`src/rtl/mgia_fetch_if.sv`:
```
// Bus bundle for the MGIA video fetch stage: Wishbone-style read master
// towards video RAM plus the MGIA_DAT/MGIA_ACK word handshake.
interface mgia_fetch_if #(
  parameter int unsigned ADDR_W = 23
);
  logic [ADDR_W-1:0] MEM_ADR_O;
  logic              MEM_CYC_O;
  logic              MEM_STB_O;
  logic [15:0]       MEM_DAT_I;
  logic              MEM_ACK_I;
  logic              MGIA_STB_I;
  logic [15:0]       MGIA_DAT_O;
  logic              MGIA_ACK_O;

  // Fetch stage side
  modport master (
    output MEM_ADR_O, MEM_CYC_O, MEM_STB_O,
    input  MEM_DAT_I, MEM_ACK_I,
    input  MGIA_STB_I,
    output MGIA_DAT_O, MGIA_ACK_O
  );

  // Memory / MGIA side
  modport slave (
    input  MEM_ADR_O, MEM_CYC_O, MEM_STB_O,
    output MEM_DAT_I, MEM_ACK_I,
    output MGIA_STB_I,
    input  MGIA_DAT_O, MGIA_ACK_O
  );
endinterface

```
`src/rtl/mgia_fetch.sv`:
```
// Video fetch stage: reads framebuffer words from video RAM into a prefetch
// FIFO and hands them to the MGIA shifter; restarts at BASE_ADDR each frame.
module mgia_fetch #(
  parameter int unsigned FIFO_DEPTH  = 16,
  parameter int unsigned ADDR_W      = 23,
  parameter int unsigned BASE_ADDR   = 0,
  parameter int unsigned FRAME_WORDS = 19200
) (
  input  logic          CLK_I_50MHZ,
  input  logic          RST_I_N,
  input  logic          FRAME_I,
  mgia_fetch_if.master  bus,
  output logic          UNDERRUN_O
);
  localparam int unsigned PTR_W = $clog2(FIFO_DEPTH);
  localparam int unsigned CNT_W = PTR_W + 1;
  localparam int unsigned WC_W  = $clog2(FRAME_WORDS + 1);

  typedef enum logic [1:0] {
    FETCH = 2'd0,
    DONE  = 2'd1,
    DRAIN = 2'd2
  } state_t;

  state_t            state_q, state_d;
  logic [ADDR_W-1:0] adr_q, adr_d;
  logic              stb_q, stb_d;
  logic [WC_W-1:0]   wc_q, wc_d;

  logic [15:0]       fifo_mem [FIFO_DEPTH];
  logic [PTR_W-1:0]  wp_q, rp_q;
  logic [CNT_W-1:0]  cnt_q, fill_d;
  logic              under_q;

  logic empty, full, pop, push, push_ok, flush, mem_ack;

  assign empty   = (cnt_q == '0);
  assign full    = (cnt_q == CNT_W'(FIFO_DEPTH));
  assign mem_ack = stb_q & bus.MEM_ACK_I;
  assign pop     = bus.MGIA_STB_I & ~empty & ~FRAME_I;

  assign bus.MEM_ADR_O  = adr_q;
  assign bus.MEM_CYC_O  = stb_q;
  assign bus.MEM_STB_O  = stb_q;
  assign bus.MGIA_ACK_O = pop;
  assign bus.MGIA_DAT_O = empty ? '0 : fifo_mem[rp_q];
  assign UNDERRUN_O     = under_q;

  // Next-state, bus strobe, address/word counter and FIFO push/flush decisions
  always_comb begin
    state_d = state_q;
    adr_d   = adr_q;
    stb_d   = stb_q;
    wc_d    = wc_q;
    push    = 1'b0;
    flush   = 1'b0;
    push_ok = 1'b0;
    fill_d  = cnt_q;
    case (state_q)
      FETCH: begin
        if (FRAME_I) begin
          flush = 1'b1;
          if (stb_q && !bus.MEM_ACK_I) begin
            // Read in flight: address must stay put until the slave answers.
            state_d = DRAIN;
            stb_d   = 1'b1;
          end else begin
            adr_d = ADDR_W'(BASE_ADDR);
            wc_d  = '0;
            stb_d = 1'b1;
          end
        end else begin
          if (mem_ack) begin
            push  = 1'b1;
            adr_d = adr_q + ADDR_W'(1);
            wc_d  = wc_q + WC_W'(1);
          end
          push_ok = push & (~full | pop);
          fill_d  = cnt_q + CNT_W'(push_ok) - CNT_W'(pop);
          if (wc_d == WC_W'(FRAME_WORDS)) begin
            state_d = DONE;
            stb_d   = 1'b0;
          end else begin
            stb_d = (fill_d < CNT_W'(FIFO_DEPTH));
          end
        end
      end
      DONE: begin
        stb_d = 1'b0;
        if (FRAME_I) begin
          flush   = 1'b1;
          adr_d   = ADDR_W'(BASE_ADDR);
          wc_d    = '0;
          state_d = FETCH;
          stb_d   = 1'b1;
        end
      end
      DRAIN: begin
        stb_d = 1'b1;
        if (bus.MEM_ACK_I) begin
          flush   = 1'b1;
          adr_d   = ADDR_W'(BASE_ADDR);
          wc_d    = '0;
          state_d = FETCH;
        end
      end
      default: begin
        state_d = FETCH;
        stb_d   = 1'b0;
      end
    endcase
    if (state_q != FETCH) begin
      fill_d = cnt_q - CNT_W'(pop);
    end
  end

  // FSM, bus master and FIFO pointer registers
  always_ff @(posedge CLK_I_50MHZ or negedge RST_I_N) begin
    if (!RST_I_N) begin
      state_q <= FETCH;
      adr_q   <= ADDR_W'(BASE_ADDR);
      stb_q   <= 1'b0;
      wc_q    <= '0;
      wp_q    <= '0;
      rp_q    <= '0;
      cnt_q   <= '0;
    end else begin
      state_q <= state_d;
      adr_q   <= adr_d;
      stb_q   <= stb_d;
      wc_q    <= wc_d;
      if (flush) begin
        wp_q  <= '0;
        rp_q  <= '0;
        cnt_q <= '0;
      end else begin
        if (push_ok) wp_q <= wp_q + PTR_W'(1);
        if (pop)     rp_q <= rp_q + PTR_W'(1);
        cnt_q <= fill_d;
      end
    end
  end

  // FIFO storage; contents are don't-care while the count says empty
  always_ff @(posedge CLK_I_50MHZ) begin
    if (push_ok && !flush) begin
      fifo_mem[wp_q] <= bus.MEM_DAT_I;
    end
  end

  // Sticky underrun flag; a frame pulse clears it even if MGIA asks that cycle
  always_ff @(posedge CLK_I_50MHZ or negedge RST_I_N) begin
    if (!RST_I_N) begin
      under_q <= 1'b0;
    end else if (FRAME_I) begin
      under_q <= 1'b0;
    end else if (bus.MGIA_STB_I && empty) begin
      under_q <= 1'b1;
    end
  end
endmodule

```
`src/flat_wrapper.sv`:
```
// flat-port wrapper written by rule: the top's interface ports become plain ports
module mgia_fetch_flat 
#(
  parameter int unsigned FIFO_DEPTH  = 16,
  parameter int unsigned ADDR_W      = 23,
  parameter int unsigned BASE_ADDR   = 0,
  parameter int unsigned FRAME_WORDS = 19200
)
  (CLK_I_50MHZ, RST_I_N, FRAME_I, UNDERRUN_O, bus_MEM_ADR_O, bus_MEM_CYC_O, bus_MEM_STB_O, bus_MEM_DAT_I, bus_MEM_ACK_I, bus_MGIA_STB_I, bus_MGIA_DAT_O, bus_MGIA_ACK_O);
  mgia_fetch_if #(.ADDR_W(ADDR_W)) bus_i ();
  input  logic CLK_I_50MHZ;
  input  logic RST_I_N;
  input  logic FRAME_I;
  output logic UNDERRUN_O;
  output wire logic [$bits(bus_i.MEM_ADR_O)-1:0] bus_MEM_ADR_O;
  output wire logic [$bits(bus_i.MEM_CYC_O)-1:0] bus_MEM_CYC_O;
  output wire logic [$bits(bus_i.MEM_STB_O)-1:0] bus_MEM_STB_O;
  input wire logic [$bits(bus_i.MEM_DAT_I)-1:0] bus_MEM_DAT_I;
  input wire logic [$bits(bus_i.MEM_ACK_I)-1:0] bus_MEM_ACK_I;
  input wire logic [$bits(bus_i.MGIA_STB_I)-1:0] bus_MGIA_STB_I;
  output wire logic [$bits(bus_i.MGIA_DAT_O)-1:0] bus_MGIA_DAT_O;
  output wire logic [$bits(bus_i.MGIA_ACK_O)-1:0] bus_MGIA_ACK_O;
  assign bus_MEM_ADR_O = bus_i.MEM_ADR_O;
  assign bus_MEM_CYC_O = bus_i.MEM_CYC_O;
  assign bus_MEM_STB_O = bus_i.MEM_STB_O;
  assign bus_i.MEM_DAT_I = bus_MEM_DAT_I;
  assign bus_i.MEM_ACK_I = bus_MEM_ACK_I;
  assign bus_i.MGIA_STB_I = bus_MGIA_STB_I;
  assign bus_MGIA_DAT_O = bus_i.MGIA_DAT_O;
  assign bus_MGIA_ACK_O = bus_i.MGIA_ACK_O;
  mgia_fetch #(.FIFO_DEPTH(FIFO_DEPTH), .ADDR_W(ADDR_W), .BASE_ADDR(BASE_ADDR), .FRAME_WORDS(FRAME_WORDS)) u_core (.CLK_I_50MHZ(CLK_I_50MHZ), .RST_I_N(RST_I_N), .FRAME_I(FRAME_I), .bus(bus_i), .UNDERRUN_O(UNDERRUN_O));
endmodule
```
`config.mk`:
```
export PLATFORM = sky130hd
export DESIGN_NAME = mgia_fetch_flat
export DESIGN_NICKNAME = d
export VERILOG_FILES = /design/src/rtl/mgia_fetch_if.sv /design/src/rtl/mgia_fetch.sv /design/src/flat_wrapper.sv
export SDC_FILE = /design/constraint.sdc
export NUM_CORES = 1
export LEC_CHECK = 0
export ABC_CLOCK_PERIOD_IN_PS = 5100
export CORE_MARGIN = 8
export CORE_UTILIZATION = 35
export DETAILED_ROUTE_END_ITERATION = 8
export GPL_TIMING_DRIVEN = 0
export SLEW_MARGIN = 0
export SYNTH_ARGS = -nofsm -noshare
export SYNTH_HDL_FRONTEND = slang
export SYNTH_SLANG_ARGS = --single-unit
```
`constraint.sdc`:
```
create_clock -name CLK_I_50MHZ -period 5.1 [get_ports CLK_I_50MHZ]
set_clock_uncertainty 0.05 [all_clocks]
set_input_delay 1.02 -clock CLK_I_50MHZ [delete_from_list [all_inputs] [get_ports CLK_I_50MHZ]]
set_output_delay 1.02 -clock CLK_I_50MHZ [all_outputs]
set_load 0.02 [all_outputs]
```
==> results of run 1 <==
-- registers in the layout (all words and copies together), names as in the netlist --
name,cells
u_core.fifo_mem,256
u_core.bus.MEM_ADR_O,23
u_core.wc_q,15
u_core.cnt_q,5
u_core.rp_q,4
u_core.wp_q,4
u_core.state_q,2
u_core.UNDERRUN_O,1
u_core.bus.MEM_CYC_O,1
-- Yosys cell counts (all sizes together) --
cell / count
a211o: 1
nor3: 13
o41ai: 2
and2: 9
nor2: 46
a32o: 1
a32oi: 1
nand3: 16
ha: 20
a31o: 1
dfrtp: 55
xor2: 7
xnor2: 6
or4: 1
o21ba: 1
nand4: 18
o31a: 2
a211oi: 6
nor4: 3
fa: 1
a21oi: 23
nand3b: 2
a21o: 2
and3: 6
a22oi: 1
nand2: 40
clkbuf: 29
o21ai: 63
a31oi: 9
a2111o: 2
or3b: 1
o31ai: 9
mux4: 80
mux2i: 4
or3: 7
or2: 3
o211ai: 2
edfxtp: 256
nand2b: 4
buf: 13
inv: 25
o211a: 1
nor2b: 20
-- final timing paths --
kind	from	end	slack, ns
max	u_core.rp_q[1]	bus_MGIA_DAT_O[11]	0.20
min	u_core.bus.MEM_ADR_O[22]	u_core.bus.MEM_ADR_O[22]	0.45
max reg2reg	u_core.state_q[1]	u_core.fifo_mem[7][13]	1.23
min reg2reg	u_core.bus.MEM_ADR_O[22]	u_core.bus.MEM_ADR_O[22]	0.45
max in group asynchronous	RST_I_N	u_core.bus.MEM_ADR_O[18]	3.95
min in group asynchronous	RST_I_N	u_core.state_q[0]	0.46
-- through the flow --
stage	instances	TNS, ns	power (mW)	cell area [um^2]	setup slack [ns]
floorplan	812	0	4.08	13300	1.14
global placement	1385	-58.92	4.70	14500	-0.657
detailed placement	1403	0	4.73	14800	0.273
CTS	1466	0	7.21	16000	0.0354
global route	1466	0	7.44	16000	0.0156
finish	1466	0	7.11	16000	0.196
-- where the power goes --
part           internal [mW]  total [mW]  switching, mW
registers               2.82        2.88         0.0653
clock network           1.43        2.46           1.03
logic                  0.808        1.77          0.963
-- layout by cell type, fill, tap and decap left out, types with 3 or more instances in the layout --
| master | count |
|---|---|
| nand3_1 | 16 |
| a211oi_1 | 6 |
| o31ai_1 | 9 |
| inv_1 | 25 |
| clkbuf_1 | 32 |
| mux2i_1 | 4 |
| a21oi_1 | 23 |
| buf_6 | 12 |
| nor2_1 | 41 |
| mux4_2 | 80 |
| nand2b_1 | 4 |
| buf_2 | 10 |
| nand2_1 | 40 |
| clkinv_2 | 8 |
| nor2b_1 | 19 |
| dfrtp_1 | 55 |
| clkinv_1 | 7 |
| clkdlybuf4s50_1 | 61 |
| nand4_1 | 18 |
| edfxtp_1 | 256 |
| ha_1 | 20 |
| xor2_1 | 7 |
| bufinv_16 | 3 |
| nor2_2 | 5 |
| clkbuf_16 | 35 |
| or3_1 | 7 |
| xnor2_1 | 6 |
| nor3_2 | 8 |
| buf_1 | 3 |
| and2_1 | 8 |
| and3_1 | 6 |
| a31oi_1 | 9 |
| nor3_1 | 5 |
| o21ai_0 | 63 |
| buf_16 | 4 |
-- kinds of logic after synthesis --
group / after synthesis / share of synthesized area
fa+ha+maj: 21 / 0.0204
simple gates: 189 / 0.0716
buf+inv: 67 / 0.0203
mux: 84 / 0.139
compound gates: 127 / 0.0566
flops: 311 / 0.684
xor+xnor: 13 / 0.00859
-- routing by layer --
layer	part of all wire	up-vias	wire, um
li1	-	3442	-
met1	0.44	3946	13800
met2	0.48	202	15100
met3	0.052	57	1610
met4	0.021	4	652
met5	0.00087	-	27
-- final cells by class --
cell class                 instances  share of cell area
multi-input combinational        434               0.249
sequential                       311               0.568
clock inverter                    23              0.0143
inverter                          25             0.00588
timing repair buffer              80              0.0556
buffer                            42              0.0110
clock buffer                      40              0.0560
tap                              511              0.0400
-- critical path, delay by kind of cell (launching register included) --
family                 cells  cell delay [ns]
AND/OR/NAND/NOR            1             0.17
flip-flops                 1             0.39
buffers and inverters      3             1.85
multiplexers               2             0.90
==> impl_metrics.ini, run 1 <==
[job]
cap_violations = 0

[setup_path]
endpoint_kind = output pin
crit_type = flip-flop to output pin
reg2reg_depth = 10
startpoint_type = flip-flop
crit_required_ns = 4.03
arrival_ns = 3.83
critPathMaxFanout = 10
cpPeakStageDelay_ns = 0.71
path_cells = clkbuf_1 -> clkbuf_1 -> mux4_2 -> mux4_2 -> nor2b_1 -> clkdlybuf4s50_1
critical_path.slowest_cell = clkbuf_1

[die]
fp.dieH_um = 211
io_pins = 64
die-area_um2 = 44400
initial_core_util = 0.354
core_um2 = 37500
rows = 71
die_w_um = 211

[yosys]
yosysWarningCount = 0
netlist_instances = 812
synth_top_area_share = 0.580
syn_area_per_cell_um2 = 16.3
ys_seq_area_frac = 0.684
ys_ff_latch = 311
synth.net_count = 854
synthDistinctLibCells = 50
yosys.area.top_type = edfxtp_1
synth_area_um2 = 13300
synth.area.top_cells = edfxtp_1, mux4_2, dfrtp_1, o21ai_0, ha_1

[placed_design]
dp_hpwl_mm = 20.3
place.gp.congestion = 0.780
io_buffers = 62

[sta]
worst_pin_slew_ns = 1.14
max_freq_mhz = 204
fin_crit_ns = 4.90
final.period_utilization = 0.962
drv_slew = 0
final-hold-violation-count = 0
slew_headroom = 0.240
setup_viol = 0
hold_ws_ns = 0.448
rsz0062_at_grt = no

[pwr]
p_leak_nw = 5.30
power_per_cell_area_nw_per_um2 = 445
peakVddDrop_mv = 0.277

[cells_and_area]
areaGrowthSynthToFinish_pct = 20.4
finish.utilization = 0.426
diodes = 0
drive_gt1_frac = 0.191
n_fill_cell = 3427
multi_input_area_um2 = 3980
regArea_um2 = 9060
nNetsFinal = 971

[cts]
clkLatencyLatePin_ns = 0.52
cts.sinks = 311
cts_tree = yes
cts_root_buf = clkbuf_16
htree_levels = 2
cts-hold-fix-buffers = 0
post-cts-setup-buffers = 0
cts-resized-gates = 0
path_clk_slew_ns = 0.06
clockBufferDepth = 3
cts-buffers-inserted = 35

[grt]
grtUsageTotal = 0.139
grt_busiest_layer = met2
grt_pass1_wl_mm = 47.5
grt-ovfl-total = 0
antenna_found_initial = 2
met2_usage = 0.226
met3_usage = 0.0261
grt_max_degree = 32
grt_pass1_vias = 7722
met1_usage = 0.191

[drt]
ant_nets = 0
first_pass_iters = 5
avgViaCountPerCell = 5.22
avgRoutedWirePerCell_um = 21.3
routed_wirelength_mm = 31.2
detail_route.iter0.violations = 669
drcViolationCount = 0
vias = 7651

[hold_path]
hold_path_class = flip-flop to flip-flop
hold_depth = 1

[outcome]
status = finished, final reports clean
Note: power is estimated with default switching activity, not from simulation.
==> inputs of run 2 (changes only) <==
- ABC_AREA: unset -> 1
==> impl_metrics.ini, run 2 <==
[drt]
first_pass_iters = 5
ant_nets = 0
drcViolationCount = 0
detail_route.iter0.violations = 911
vias = 9826
avgViaCountPerCell = 5.27
routed_wirelength_mm = 38.8
avgRoutedWirePerCell_um = 20.8

[cts]
cts-resized-gates = 0
cts-buffers-inserted = 31
clockBufferDepth = 3
cts-hold-fix-buffers = 0
clkLatencyLatePin_ns = 0.57
cts_root_buf = clkbuf_16
cts.sinks = 311
htree_levels = 1
cts_tree = yes
post-cts-setup-buffers = 0
path_clk_slew_ns = 0.06

[yosys]
synth_ff_type = edfxtp_1
synth_area_um2 = 13600
synth_top_area_share = 0.567
synthDistinctLibCells = 45
netlist_instances = 1208
syn_area_per_cell_um2 = 11.2
ys_seq_area_frac = 0.668
synth_edf_count = 256
ys_ff_latch = 311
ys_async_sr_fraction = 0.177
yosys.area.top_type = edfxtp_1
ys_top_cells_by_count = edfxtp_1, nor2_1, o21ai_0
yosysWarningCount = 0
synth.net_count = 1250
synth.area.top_cells = edfxtp_1, dfrtp_1, o21ai_0, nor2_1, nand2_1
synth_most_common_cell = edfxtp_1

[pwr]
design_power_total_mw = 7.44
p_leak_nw = 5.61
power_per_cell_area_nw_per_um2 = 459
peakVddDrop_mv = 0.262

[placed_design]
io_buffers = 63
dp_hpwl_mm = 26.4
place.gp.congestion = 0.851
dp.cells = 1808

[cells_and_area]
largest_register_ffs = 256
n_fill_cell = 3607
largest_register = u_core.fifo_mem
drive_gt1_frac = 0.0950
final_cells = 1865
nNetsFinal = 1365
diodes = 0
final_cell_mix = edfxtp_1, nor2_1, o21ai_0
final_common_cell = edfxtp_1
finish.utilization = 0.421
areaGrowthSynthToFinish_pct = 19.4

[die]
initial_core_util = 0.353
die-area_um2 = 45300
fp.dieH_um = 213
io_pins = 64
die_w_um = 213
rows = 72
core_um2 = 38500

[setup_path]
endpoint_kind = output pin
crit_type = flip-flop to output pin
arrival_ns = 3.65
critPathMaxFanout = 10
startpoint_type = flip-flop
crit_required_ns = 4.03

[sta]
slew_headroom = 0.292
worst_pin_slew_ns = 1.06
final-hold-violation-count = 0
hold_ws_ns = 0.411
fin_crit_ns = 4.72
setup_viol = 0
max_freq_mhz = 212
fin_setup_tns_ns = 0
drv_slew = 0
rsz0062_at_grt = no
final.period_utilization = 0.926

[job]
cap_violations = 0

[grt]
antenna_found_initial = 0
grt_pass1_wl_mm = 58.4
grtUsageTotal = 0.168
grt-ovfl-total = 0
grt_max_degree = 33
grt_pass1_vias = 9822

[outcome]
status = finished, final reports clean

[hold_path]
hold_path_class = primary input to async pin
==> run 2: cell types whose count changed after synthesis, moves of 33 or more <==
| cell | before | now |
|---|---|---|
| mux4_2 | 80 | 0 |
| nor2_1 | 45 | 198 |
| o22ai_1 | 0 | 33 |
| o221ai_1 | 0 | 44 |
| o21ai_0 | 63 | 164 |
| inv_1 | 25 | 71 |
| nand2_1 | 40 | 118 |
==> run 2: worst max-delay path, cell delays in order, from the launching register on <==
cell and delay (ns):
dfrtp_1 0.41, inv_1 0.12, clkbuf_1 0.48, clkbuf_1 0.47, o21ai_0 0.17, o221ai_1 0.40, nand3_1 0.12, a21oi_1 0.26
clkdlybuf4s50_1 0.67
==> run 2: report_power, final <==
| part | switching [mW] | total (mW) | internal (mW) |
|---|---|---|---|
| clock | 0.974 | 2.23 | 1.26 |
| sequential | 0.0604 | 2.88 | 2.82 |
| combinational | 1.59 | 2.32 | 0.730 |
| total | 2.63 | 7.44 | 4.81 |
==> run 2: logic make-up (layout without fill, tap and decap cells) <==
kind of cell             after synthesis  in the layout  share of synthesized area
adder cells (fa/ha/maj)               21             21                     0.0199
flip-flops                           311            311                      0.668
AND/OR/NAND/NOR                      416            416                      0.133
buffers and inverters                145            284                     0.0418
XOR/XNOR                               5              5                    0.00323
AO/OA/AOI/OAI                        310            310                      0.134
==> run 2: path summary, 6_finish.rpt <==
kind / cells after the start / slack (ns) / startpoint / endpoint
min in group CLK_I_50MHZ: 1 / 0.45 / u_core.bus.MEM_ADR_O[16] / u_core.bus.MEM_ADR_O[16]
setup / recovery: 8 / 0.38 / u_core.rp_q[1] / bus_MGIA_DAT_O[1]
hold / removal: 1 / 0.41 / RST_I_N / u_core.bus.MEM_ADR_O[3]
hold reg to reg: 1 / 0.45 / u_core.bus.MEM_ADR_O[16] / u_core.bus.MEM_ADR_O[16]
max in group asynchronous: 2 / 3.99 / RST_I_N / u_core.state_q[1]
setup reg to reg: 16 / 1.84 / u_core.cnt_q[2] / u_core.cnt_q[4]
==> run 2: stage by stage <==
stage / cell area (um^2) / worst slack, ns
finish: 16200 / 0.375
global route: 16200 / 0.181
CTS: 16200 / 0.372
detailed placement: 15200 / 0.969
global placement: 14800 / -0.506
floorplan: 13600 / 1.75
==> run 2: area by class of cell <==
type	count	area [um^2]	share of cell area
inverters	87	329	0.0203
multi-input cells	752	4000	0.247
well taps	518	648	0.0400
plain buffers	58	238	0.0147
flip-flops and latches	311	9060	0.559
repair buffers	82	941	0.0581
clock inverters	16	139	0.00857
clock buffers	41	843	0.0521
==> run 2: routing by layer <==
| layer | vias to the layer above | global-route usage | share of wire |
|---|---|---|---|
| li1 | 4594 | - | - |
| met1 | 4756 | 0.219 | 0.42 |
| met2 | 391 | 0.275 | 0.46 |
| met3 | 85 | 0.0346 | 0.082 |
| met4 | 0 | 0.0614 | 0.036 |
| met5 | - | 0 | 0 |
==> inputs of run 3 (changes only) <==
- GPL_TIMING_DRIVEN: 0 -> 1
==> impl_metrics.ini, run 3 (synthesized netlist as in run 2, its figures left out) <==
[outcome]
status = finished, final reports clean

[die]
die-area_um2 = 45300
core_um2 = 38500
initial_core_util = 0.353
rows = 72
fp.dieH_um = 213
io_pins = 64
die_w_um = 213

[cts]
clkLatencyLatePin_ns = 0.50
htree_levels = 2
clockBufferDepth = 3
path_clk_slew_ns = 0.06
cts-hold-fix-buffers = 0
cts-buffers-inserted = 34
cts.sinks = 311
cts-resized-gates = 0
post-cts-setup-buffers = 0
cts_tree = yes
cts_root_buf = clkbuf_16

[sta]
hold_ws_ns = 0.458
max_freq_mhz = 226
slew_headroom = 0.512
fin_setup_tns_ns = 0
final.period_utilization = 0.866
setup_ws_ns = 0.685
rsz0062_at_grt = no
final-hold-violation-count = 0
worst_pin_slew_ns = 0.732
fin_crit_ns = 4.42
drv_slew = 0
setup_viol = 0

[setup_path]
path_cells = clkinv_2 -> buf_12 -> nor2_1 -> o22ai_1 -> nor2_1 -> nor2_1 -> o21ai_0 -> a21oi_1 -> clkdlybuf4s50_1
cp_common_cell = nor2_1
endpoint_kind = output pin
crit_buf_inv = 3
crit_required_ns = 4.03
reg2reg_from = u_core.cnt_q[3]
critPathMaxFanout = 80
critical_path.slowest_cell = dfrtp_4
reg2reg_slack_ns = 1.84
crit_cells = 9
reg2reg_depth = 16
cpPeakStageDelay_ns = 0.68
crit_type = flip-flop to output pin
r2r_end = u_core.cnt_q[4]
arrival_ns = 3.35
startpoint_type = flip-flop
critPathLaunch = u_core.rp_q[0]
critPathTopFamily = buffers and inverters
crit_end = bus_MGIA_DAT_O[9]

[cells_and_area]
final_common_cell = edfxtp_1
nNetsFinal = 1321
diodes = 0
drive_gt1_frac = 0.106
final_cell_mix = edfxtp_1, nor2_1, o21ai_0
finish.utilization = 0.416
fin_area_um2 = 16000
largest_register = u_core.fifo_mem
areaGrowthSynthToFinish_pct = 18.1
largest_register_ffs = 256

[grt]
grt_max_degree = 81
grtUsageTotal = 0.151
grt_pass1_wl_mm = 53.8
grt_pass1_vias = 9557
antenna_found_initial = 0
grt-ovfl-total = 0

[hold_path]
hold_path_class = flip-flop to flip-flop

[job]
cap_violations = 0

[drt]
avgRoutedWirePerCell_um = 18.8
first_pass_iters = 5
ant_nets = 0
vias = 9486
detail_route.iter0.violations = 594
avgViaCountPerCell = 5.20
routed_wirelength_mm = 34.3
drcViolationCount = 0

[pwr]
power_per_cell_area_nw_per_um2 = 462
peakVddDrop_mv = 0.297
p_leak_nw = 5.58

[placed_design]
place_area_um2 = 14900
dp_hpwl_mm = 20.5
place.gp.congestion = 0.858
io_buffers = 63
dp_slack_ns = 1.08
[run 3: cell count changes in the layout (fill, tap and decap cells not counted), sizes merged]
cell / previous run / this run
clkinv: 15 / 21
clkinvlp: 2 / 1
clkbuf: 85 / 41
bufinv: 2 / 3
buf: 34 / 31
inv: 84 / 83
[run 3: worst min-delay path by stage]
| stage | from | cells after the start | end |
|---|---|---|---|
| finish | u_core.bus.MEM_ADR_O[16] | 1 | u_core.bus.MEM_ADR_O[16] |
| global route | u_core.UNDERRUN_O | 2 | u_core.UNDERRUN_O |
| CTS | u_core.bus.MEM_ADR_O[16] | 1 | u_core.bus.MEM_ADR_O[16] |
| detailed placement | u_core.bus.MEM_ADR_O[16] | 1 | u_core.bus.MEM_ADR_O[16] |
| global placement | u_core.bus.MEM_ADR_O[16] | 1 | u_core.bus.MEM_ADR_O[16] |
| floorplan | u_core.state_q[1] | 2 | u_core.state_q[1] |
[run 3: worst reg2reg max path, delay by kind of cell, from the launching register on]
kind	cells	cell delay [ns]
AO/OA/AOI/OAI	1	0.25
buffers and inverters	4	0.39
flip-flops	1	0.39
AND/OR/NAND/NOR	7	0.92
adder cells (fa/ha/maj)	4	1.15
[run 3: power by group]
group / internal (mW) / switching [mW] / total, mW
combinational: 0.701 / 1.33 / 2.03
clock: 1.43 / 0.995 / 2.43
sequential: 2.82 / 0.122 / 2.95
total: 4.96 / 2.44 / 7.40
[run 3: final cells by class]
type,instances,area [um^2]
well taps,518,648
flip-flops and latches,311,9070
clock inverters,21,201
inverters,87,330
multi-input cells,752,4000
repair buffers,93,863
clock buffers,41,908
fillers,3597,22400
[run 3: metrics by stage]
stage | cells | power (mW)
detailed placement | 1761 | 5.03
global placement | 1761 | 5.01
global route | 1823 | 7.79
CTS | 1823 | 7.47
finish | 1823 | 7.40
floorplan | 1208 | 4.28
[run 3: per-layer routing]
metal,part of all wire,global-route usage,vias up
met2,0.47,0.253,279
li1,-,-,4490
met5,0,0,-
met3,0.062,0.0301,59
met1,0.44,0.196,4658
met4,0.024,0.0431,0
